File: src/rtl/mem_access_unit_if.sv
// Request/response bundle between the execute stage and the load/store unit.
interface mem_access_unit_if;
  logic        req_valid;
  logic        req_ready;
  logic        req_write;
  logic [1:0]  req_size;
  logic        req_unsigned;
  logic [31:0] req_addr;
  logic [31:0] req_wdata;
  logic        resp_valid;
  logic [31:0] resp_rdata;
  logic        resp_fault;
  logic        busy;

  modport master (
    output req_valid, req_write, req_size, req_unsigned, req_addr, req_wdata,
    input  req_ready, resp_valid, resp_rdata, resp_fault, busy
  );

  modport slave (
    input  req_valid, req_write, req_size, req_unsigned, req_addr, req_wdata,
    output req_ready, resp_valid, resp_rdata, resp_fault, busy
  );
endinterface

File: src/rtl/mem_access_unit.sv
// Load/store unit: byte/half/word accesses onto a word-wide data memory,
// with alignment/range faults, load extension and read-modify-write stores.
module mem_access_unit #(
  parameter int unsigned DEPTH_WORDS = 32
) (
  input  logic               clk,
  input  logic               reset,
  mem_access_unit_if.slave   bus,
  output logic               mem_re,
  output logic               mem_we,
  output logic [31:0]        mem_addr,
  output logic [31:0]        mem_wdata,
  input  logic [31:0]        mem_rdata
);

  typedef enum logic [1:0] {IDLE, READ, WRITE, DONE} state_t;

  state_t      state, state_next;
  logic [31:0] addr_q;
  logic [1:0]  size_q;
  logic        write_q;
  logic        unsigned_q;
  logic [31:0] wdata_q;
  logic [31:0] rdata_q;
  logic        fault_q;

  logic        accept;
  logic        req_fault;
  logic [7:0]  byte_val;
  logic [15:0] half_val;
  logic [31:0] load_ext;
  logic [31:0] merged;

  assign accept = bus.req_valid && (state == IDLE);

  // Fault check on the incoming request: reserved size, misalignment, range.
  always_comb begin
    req_fault = 1'b0;
    if (bus.req_size == 2'b11)                             req_fault = 1'b1;
    if (bus.req_size == 2'b01 && bus.req_addr[0])          req_fault = 1'b1;
    if (bus.req_size == 2'b10 && bus.req_addr[1:0] != '0)  req_fault = 1'b1;
    if ({2'b00, bus.req_addr[31:2]} >= DEPTH_WORDS)        req_fault = 1'b1;
  end

  // Lane extraction and sign/zero extension of the read word.
  always_comb begin
    byte_val = '0;
    case (addr_q[1:0])
      2'd0:    byte_val = mem_rdata[7:0];
      2'd1:    byte_val = mem_rdata[15:8];
      2'd2:    byte_val = mem_rdata[23:16];
      default: byte_val = mem_rdata[31:24];
    endcase
    half_val = addr_q[1] ? mem_rdata[31:16] : mem_rdata[15:0];
    case (size_q)
      2'b00:   load_ext = unsigned_q ? {24'd0, byte_val} : {{24{byte_val[7]}}, byte_val};
      2'b01:   load_ext = unsigned_q ? {16'd0, half_val} : {{16{half_val[15]}}, half_val};
      default: load_ext = mem_rdata;
    endcase
  end

  // Store merge: overwrite only the addressed lanes of the read word.
  always_comb begin
    merged = mem_rdata;
    if (size_q == 2'b00) begin
      case (addr_q[1:0])
        2'd0:    merged[7:0]   = wdata_q[7:0];
        2'd1:    merged[15:8]  = wdata_q[7:0];
        2'd2:    merged[23:16] = wdata_q[7:0];
        default: merged[31:24] = wdata_q[7:0];
      endcase
    end else if (addr_q[1]) begin
      merged[31:16] = wdata_q[15:0];
    end else begin
      merged[15:0] = wdata_q[15:0];
    end
  end

  // State register.
  always_ff @(posedge clk) begin
    if (reset) state <= IDLE;
    else       state <= state_next;
  end

  // Next-state decode and state-derived outputs.
  always_comb begin
    state_next     = state;
    bus.req_ready  = (state == IDLE);
    bus.busy       = (state != IDLE);
    bus.resp_valid = (state == DONE);
    bus.resp_rdata = rdata_q;
    bus.resp_fault = fault_q;
    mem_re         = (state == READ) && !reset;
    mem_we         = (state == WRITE) && !reset;
    mem_addr       = '0;
    mem_wdata      = '0;
    if (mem_re || mem_we) mem_addr = {2'b00, addr_q[31:2]};
    if (mem_we)           mem_wdata = wdata_q;
    case (state)
      IDLE: begin
        if (accept) begin
          if (req_fault)                   state_next = DONE;
          else if (!bus.req_write)         state_next = READ;
          else if (bus.req_size == 2'b10)  state_next = WRITE;
          else                             state_next = READ;
        end
      end
      READ:    state_next = write_q ? WRITE : DONE;
      WRITE:   state_next = DONE;
      DONE:    state_next = IDLE;
      default: state_next = IDLE;
    endcase
  end

  // Request capture, load result capture and merged-word capture.
  // wdata_q holds the raw store data until READ replaces it with the merged word.
  always_ff @(posedge clk) begin
    if (reset) begin
      addr_q     <= '0;
      size_q     <= '0;
      write_q    <= 1'b0;
      unsigned_q <= 1'b0;
      wdata_q    <= '0;
      rdata_q    <= '0;
      fault_q    <= 1'b0;
    end else begin
      case (state)
        IDLE: begin
          if (accept) begin
            addr_q     <= bus.req_addr;
            size_q     <= bus.req_size;
            write_q    <= bus.req_write;
            unsigned_q <= bus.req_unsigned;
            wdata_q    <= bus.req_wdata;
            rdata_q    <= '0;
            fault_q    <= req_fault;
          end
        end
        READ: begin
          if (write_q) wdata_q <= merged;
          else         rdata_q <= load_ext;
        end
        default: ;
      endcase
    end
  end

endmodule

File: src/flat_wrapper.sv
// flat-port wrapper written by rule: the top's interface ports become plain ports
module mem_access_unit_flat 
#(
  parameter int unsigned DEPTH_WORDS = 32
)
  (clk, reset, mem_re, mem_we, mem_addr, mem_wdata, mem_rdata, bus_req_valid, bus_req_write, bus_req_size, bus_req_unsigned, bus_req_addr, bus_req_wdata, bus_req_ready, bus_resp_valid, bus_resp_rdata, bus_resp_fault, bus_busy);
  mem_access_unit_if bus_i ();
  input  logic clk;
  input  logic reset;
  output logic mem_re;
  output logic mem_we;
  output logic [31:0] mem_addr;
  output logic [31:0] mem_wdata;
  input  logic [31:0] mem_rdata;
  input wire logic [$bits(bus_i.req_valid)-1:0] bus_req_valid;
  input wire logic [$bits(bus_i.req_write)-1:0] bus_req_write;
  input wire logic [$bits(bus_i.req_size)-1:0] bus_req_size;
  input wire logic [$bits(bus_i.req_unsigned)-1:0] bus_req_unsigned;
  input wire logic [$bits(bus_i.req_addr)-1:0] bus_req_addr;
  input wire logic [$bits(bus_i.req_wdata)-1:0] bus_req_wdata;
  output wire logic [$bits(bus_i.req_ready)-1:0] bus_req_ready;
  output wire logic [$bits(bus_i.resp_valid)-1:0] bus_resp_valid;
  output wire logic [$bits(bus_i.resp_rdata)-1:0] bus_resp_rdata;
  output wire logic [$bits(bus_i.resp_fault)-1:0] bus_resp_fault;
  output wire logic [$bits(bus_i.busy)-1:0] bus_busy;
  assign bus_i.req_valid = bus_req_valid;
  assign bus_i.req_write = bus_req_write;
  assign bus_i.req_size = bus_req_size;
  assign bus_i.req_unsigned = bus_req_unsigned;
  assign bus_i.req_addr = bus_req_addr;
  assign bus_i.req_wdata = bus_req_wdata;
  assign bus_req_ready = bus_i.req_ready;
  assign bus_resp_valid = bus_i.resp_valid;
  assign bus_resp_rdata = bus_i.resp_rdata;
  assign bus_resp_fault = bus_i.resp_fault;
  assign bus_busy = bus_i.busy;
  mem_access_unit #(.DEPTH_WORDS(DEPTH_WORDS)) u_core (.clk(clk), .reset(reset), .bus(bus_i), .mem_re(mem_re), .mem_we(mem_we), .mem_addr(mem_addr), .mem_wdata(mem_wdata), .mem_rdata(mem_rdata));
endmodule
File: config.mk
export PLATFORM = sky130hd
export DESIGN_NAME = mem_access_unit_flat
export DESIGN_NICKNAME = d
export VERILOG_FILES = /design/src/rtl/mem_access_unit_if.sv /design/src/rtl/mem_access_unit.sv /design/src/flat_wrapper.sv
export SDC_FILE = /design/constraint.sdc
export NUM_CORES = 1
export LEC_CHECK = 0
export CAP_MARGIN = 20
export CORE_MARGIN = 2
export CORE_UTILIZATION = 48
export DETAILED_ROUTE_END_ITERATION = 10
export GPL_TIMING_DRIVEN = 0
export PLACE_DENSITY = 0.95
export SYNTH_ARGS = -nofsm -noshare
export SYNTH_HDL_FRONTEND = slang
export SYNTH_SLANG_ARGS = --single-unit
File: constraint.sdc
create_clock -name clk -period 5.75 [get_ports clk]
set_input_delay 0.575 -clock clk [delete_from_list [all_inputs] [get_ports clk]]
set_output_delay 0.575 -clock clk [all_outputs]
set_load 0.1 [all_outputs]
### After elaboration in Yosys (flattened, before gate mapping)

Cells that the tools add are included.

* equality and inequality tests: 14
* muxes and demuxes: 30
* $lt $le $gt $ge: 1
* reduce and logical (&&, ||, !) cells: 19

Operators with widths (number)
* $mux W32: 8
* $pmux W32 S2: 3
* $mux W16: 3
* $mux W8: 4
* $ge A30 B6 Y1 const B: 1
* $mux W30: 1
* $pmux W8 S3: 1
* $eq A2 B2 Y1 const B: 5
* $eq A2 B1 Y1 const B: 4
* $mux W2: 4
* $pmux W2 S4: 1
* $logic_not A2 Y1: 3
* $reduce_and A3 Y1: 2
* $reduce_bool A2 Y1: 3
* $logic_and A1 B1 Y1: 5
* $mux W1: 5
* $reduce_and A5 Y1: 1
* $ne A2 B1 Y1 const B: 2
* $reduce_and A4 Y1: 1
* $ne A3 B1 Y1 const B: 1
* $ne A3 B3 Y1 const B: 1
* $reduce_or A3 Y1: 1
* $ne A2 B2 Y1 const B: 1
* $reduce_and A2 Y1: 1
* 2 further kinds: 2

* register bits after elaboration: 103
* output and inout port bits: 102

### Depth between registers and ports, before layout

* word-level depth: 8
* mapped depth: 9
* gate-level depth less buffers: 6

### Worst setup path before layout

No wires, ideal clock.

* path type: input to output
* start: input port reset
* end: output port mem_addr[0]
* cell stages on the path: 5
* path slack: 1.219 ns
* data arrival time: 3.956 ns
* cells stage by stage: clkbuf_1 -> nor2b_1 -> nor2_1 -> clkbuf_1 -> nor2b_1

* cells in the longest elaborated chain, start to end: 4
* elaborated cells between the ends (all ways): 5

Ends and longest elaborated chain
* start: declaration: line flat_wrapper.sv:9 `input logic reset;`
* $logic_not A1 Y1: line mem_access_unit.sv:93 `mem_re = (state == READ) && !reset;`
* $logic_and A1 B1 Y1: line mem_access_unit.sv:93
* via mem_re: line flat_wrapper.sv:10 `output logic mem_re;`
* $logic_or A1 B1 Y1: line mem_access_unit.sv:97 `if (mem_re || mem_we) mem_addr = {2'b00, addr_q[31:2]};`
* $mux W30: line mem_access_unit.sv:97
* end: declaration: line flat_wrapper.sv:12 `output logic [31:0] mem_addr;`

The timed path passes the listed nets, and every way through them passes these cells.

### Worst setup path in the final report

* start: input port reset
* end: output port mem_addr[22]

* cells in the longest elaborated chain, start to end: 4
* elaborated cells between the ends (all ways): 5

Ends and longest elaborated chain (line)
* $logic_not A1 Y1 *: mem_access_unit.sv:93, mem_access_unit.sv:94
* $logic_and A1 B1 Y1, on equally long branches: mem_access_unit.sv:93, mem_access_unit.sv:94
* $logic_or A1 B1 Y1 *: mem_access_unit.sv:97
* $mux W30 *: mem_access_unit.sv:97

Every way passes the cells marked *; elsewhere a longest branch is shown, timed or not.

==> impl_metrics.tcl <==
set metrics [dict create \
    final-hold-violation-count 0 \
    async_reset_ff_share_pct 0 \
    hold_class "reg2reg" \
    pwr-share-seq_pct 29.9 \
    grt_pass1_wl_mm 30.50 \
    grt_usage_pct 30.69 \
    synth_edf_count 0 \
    pwr_density_cell_nw_per_um2 432.7 \
    grt_pass1_vias 5775 \
    core_um2 10980 \
    nets 988 \
    vias 6004 \
    layout_common_cells "clkdlybuf4s50_1, dfxtp_1, nand2_1" \
    cts_buffers 9 \
    rsz0062_at_grt "no" \
    dieArea_um2 12240 \
    areaGrowthSynthToFinish_pct 45.64 \
    worst_pin_slew_ns 1.043 \
    required_ns 5.18 \
    pin_count 205 \
    cts.reportedPaths.clkPinSlew_ns 0.07 \
    postSynthAreaPerCell_um2 8.183 \
    ys_warn_count 0 \
    port_buffers 202 \
    final_common_cell "clkdlybuf4s50_1" \
    setup_violations 0 \
    crit_family "buffers and inverters" \
    combPwrFrac_pct 52.5 \
    internal_power_mw 1.736 \
    cts.sinks 103 \
    p_clk_share_pct 17.6 \
    wl_mm 19.00 \
    p_switching_mw 1.703 \
    hpwl_mm 14.59 \
    grt-ovfl-total 0 \
    cts-root-buf "clkbuf_16" \
    die_h_um 110.6 \
    ant_nets 0 \
    drt_iter0_markers 493 \
    fin_crit_ns 4.248 \
    start_kind "input pin" \
    cp_max_fo 10 \
    cts-hold-fix-buffers 0 \
    synth_seq_cells 103 \
    syn-cell-area_um2 5458 \
    yosysSeqAreaShare_pct 37.78 \
    power_mw 3.439 \
    wl_per_cell_um 18.52 \
    start_util_pct 49.69 \
    maxSlewHeadroom_pct 30.25 \
    vias_per_cell 5.852 \
    cp_slowest_cell "clkdlybuf4s50_1" \
    syn_inst 667 \
    place_congestion 0.9988 \
    synth.distinct_cells 58 \
    setup_tns_ns 0 \
    cts_setup_buffers 0 \
    antenna_found_initial 0 \
    die_x_um 110.6 \
    arrival_ns 3.67 \
    ir_drop_uv 268.1 \
    clock_latency_ns 0.36 \
    fin_crit_sh_pct 73.89 \
    synth_ff_type "dfxtp_1" \
    grt_max_degree 20 \
    critical-path-max-stage-delay_ns 1.17 \
    critical_path_class "in2out" \
    htree_levels 3 \
    clock.fmax_mhz 235.4 \
    first_pass_iters 5 \
    fp-row-count 38 \
    drive_above_1_share_pct 5.192 \
    cts_tree "yes" \
    cp.buffers_inverters 4 \
    crit_chain "clkdlybuf4s50_1 > clkbuf_1 > nor2b_1 > nor2_1 > clkbuf_1 > nor2b_1 > clkdlybuf4s50_1" \
    drv_cap 0 \
    status "finished clean" \
    cts_resized 0 \
    antenna_cells 0 \
    sw_frac_of_total_pct 49.52 \
    maxSlewViolCount 0 \
    p_leak_nw 2.755 \
    route.detailed.drc 0 \
    cp-end-kind "output port" \
    clock_skew_ns 0.01051 \
    cts_max_path_buffers 2 \
]
final timing paths:
kind,cells past startpoint,slack [ns],start,end
setup / recovery,7,1.50,reset,mem_addr[22]
hold / removal,2,0.45,u_core.addr_q[13],u_core.addr_q[13]
setup reg to reg,9,3.36,u_core.state[1],u_core.bus.resp_rdata[22]
hold reg to reg,2,0.45,u_core.addr_q[13],u_core.addr_q[13]
layer usage:
layer	vias to the layer above	GRT usage [%]	part of all wire [%]
li1	2798	-	-
met1	2749	36.86	39
met2	387	50.63	45
met3	70	9.495	11
met4	0	13.33	4.0
met5	-	0	0
registers in the layout, indices dropped and copies added (netlist names):
name and count:
u_core.addr_q 32, u_core.bus.resp_rdata 32, u_core.wdata_q 32, u_core.size_q 2, u_core.state 2, u_core.bus.resp_fault 1
u_core.unsigned_q 1, u_core.write_q 1
cells in the mapped netlist (2+ instances only):
master	instances	area (um2)
nand3b_1	2	15.01
clkbuf_1	41	153.9
buf_6	3	33.78
and2b_1	2	15.01
a22o_1	14	122.6
a32o_1	6	60.06
nor4_1	6	37.54
and2_0	2	12.51
o221a_2	2	22.52
a221oi_1	8	70.07
o21ai_0	42	210.2
a21o_1	4	30.03
a211oi_1	14	105.1
mux2i_1	21	210.2
inv_1	7	26.28
ha_1	4	50.05
and3b_1	2	17.52
nor3_1	3	15.01
dfxtp_1	103	2062
or3_1	5	31.28
o21bai_1	5	37.54
nand3_1	2	10.01
a22oi_1	3	22.52
nor2_1	32	120.1
buf_4	4	30.03
a21boi_0	7	52.55
buf_2	10	50.05
o31ai_1	2	15.01
o2bb2ai_1	37	324.1
nand2b_1	7	43.79
nor2b_1	55	344.1
a21oi_1	59	295.3
nand2_1	92	345.3
and2_1	33	206.5
a31o_2	3	26.28
a211oi_2	2	25.02
nor3b_1	2	15.01
cell type report:
| class | instances | area, um2 |
|---|---|---|
| Multi-Input combinational cell | 500 | 3105 |
| Timing Repair Buffer | 202 | 2022 |
| Sequential cell | 103 | 2062 |
| Fill cell | 871 | 3034 |
| Buffer | 58 | 267.8 |
| Clock inverter | 7 | 65.06 |
| Inverter | 7 | 26.28 |
| Tap cell | 140 | 175.2 |
| Clock buffer | 9 | 225.2 |
power by group through the flow:
stage	combinational, mW	sequential, mW	clock (mW)
5_1_grt	1.91	1.05	0.639
3_5_place_dp	1.78	1.04	0
2_1_floorplan	1.07	1.26	0
4_1_cts	1.79	1.02	0.609
6_report	1.81	1.03	0.606
3_3_place_gp	1.76	1.03	0
cells by family after synthesis:
logic type,count (synthesis),share of synthesized area [%]
compound gates,220,28.11
simple gates,252,23.48
fa+ha+maj,4,0.9170
other cells,1,0.06871
mux,22,4.264
buf+inv,65,5.388
flops,103,37.78
metrics by stage:
stage	hold slack [ns]	area, um2	instances	setup slack, ns	utilization (%)
finish	0.4501	7949	1026	1.502	72.37
global route	0.4711	7949	1026	1.323	72.37
detailed placement	0.4394	7659	1010	1.452	69.73
floorplan	0.4242	5461	668	1.219	-
global placement	0.4364	7659	1010	1.455	69.73
CTS	0.4514	7949	1026	1.439	72.37
worst register-to-register path: cells and delay by family (launching register included):
family          cells  cell delay (ns)
mux                 1             0.54
buf+inv             4             0.72
fa+ha+maj           1             0.18
simple gates        1             0.16
compound gates      2             0.37
flops               1             0.35
Power figures use the tool's default switching activity.
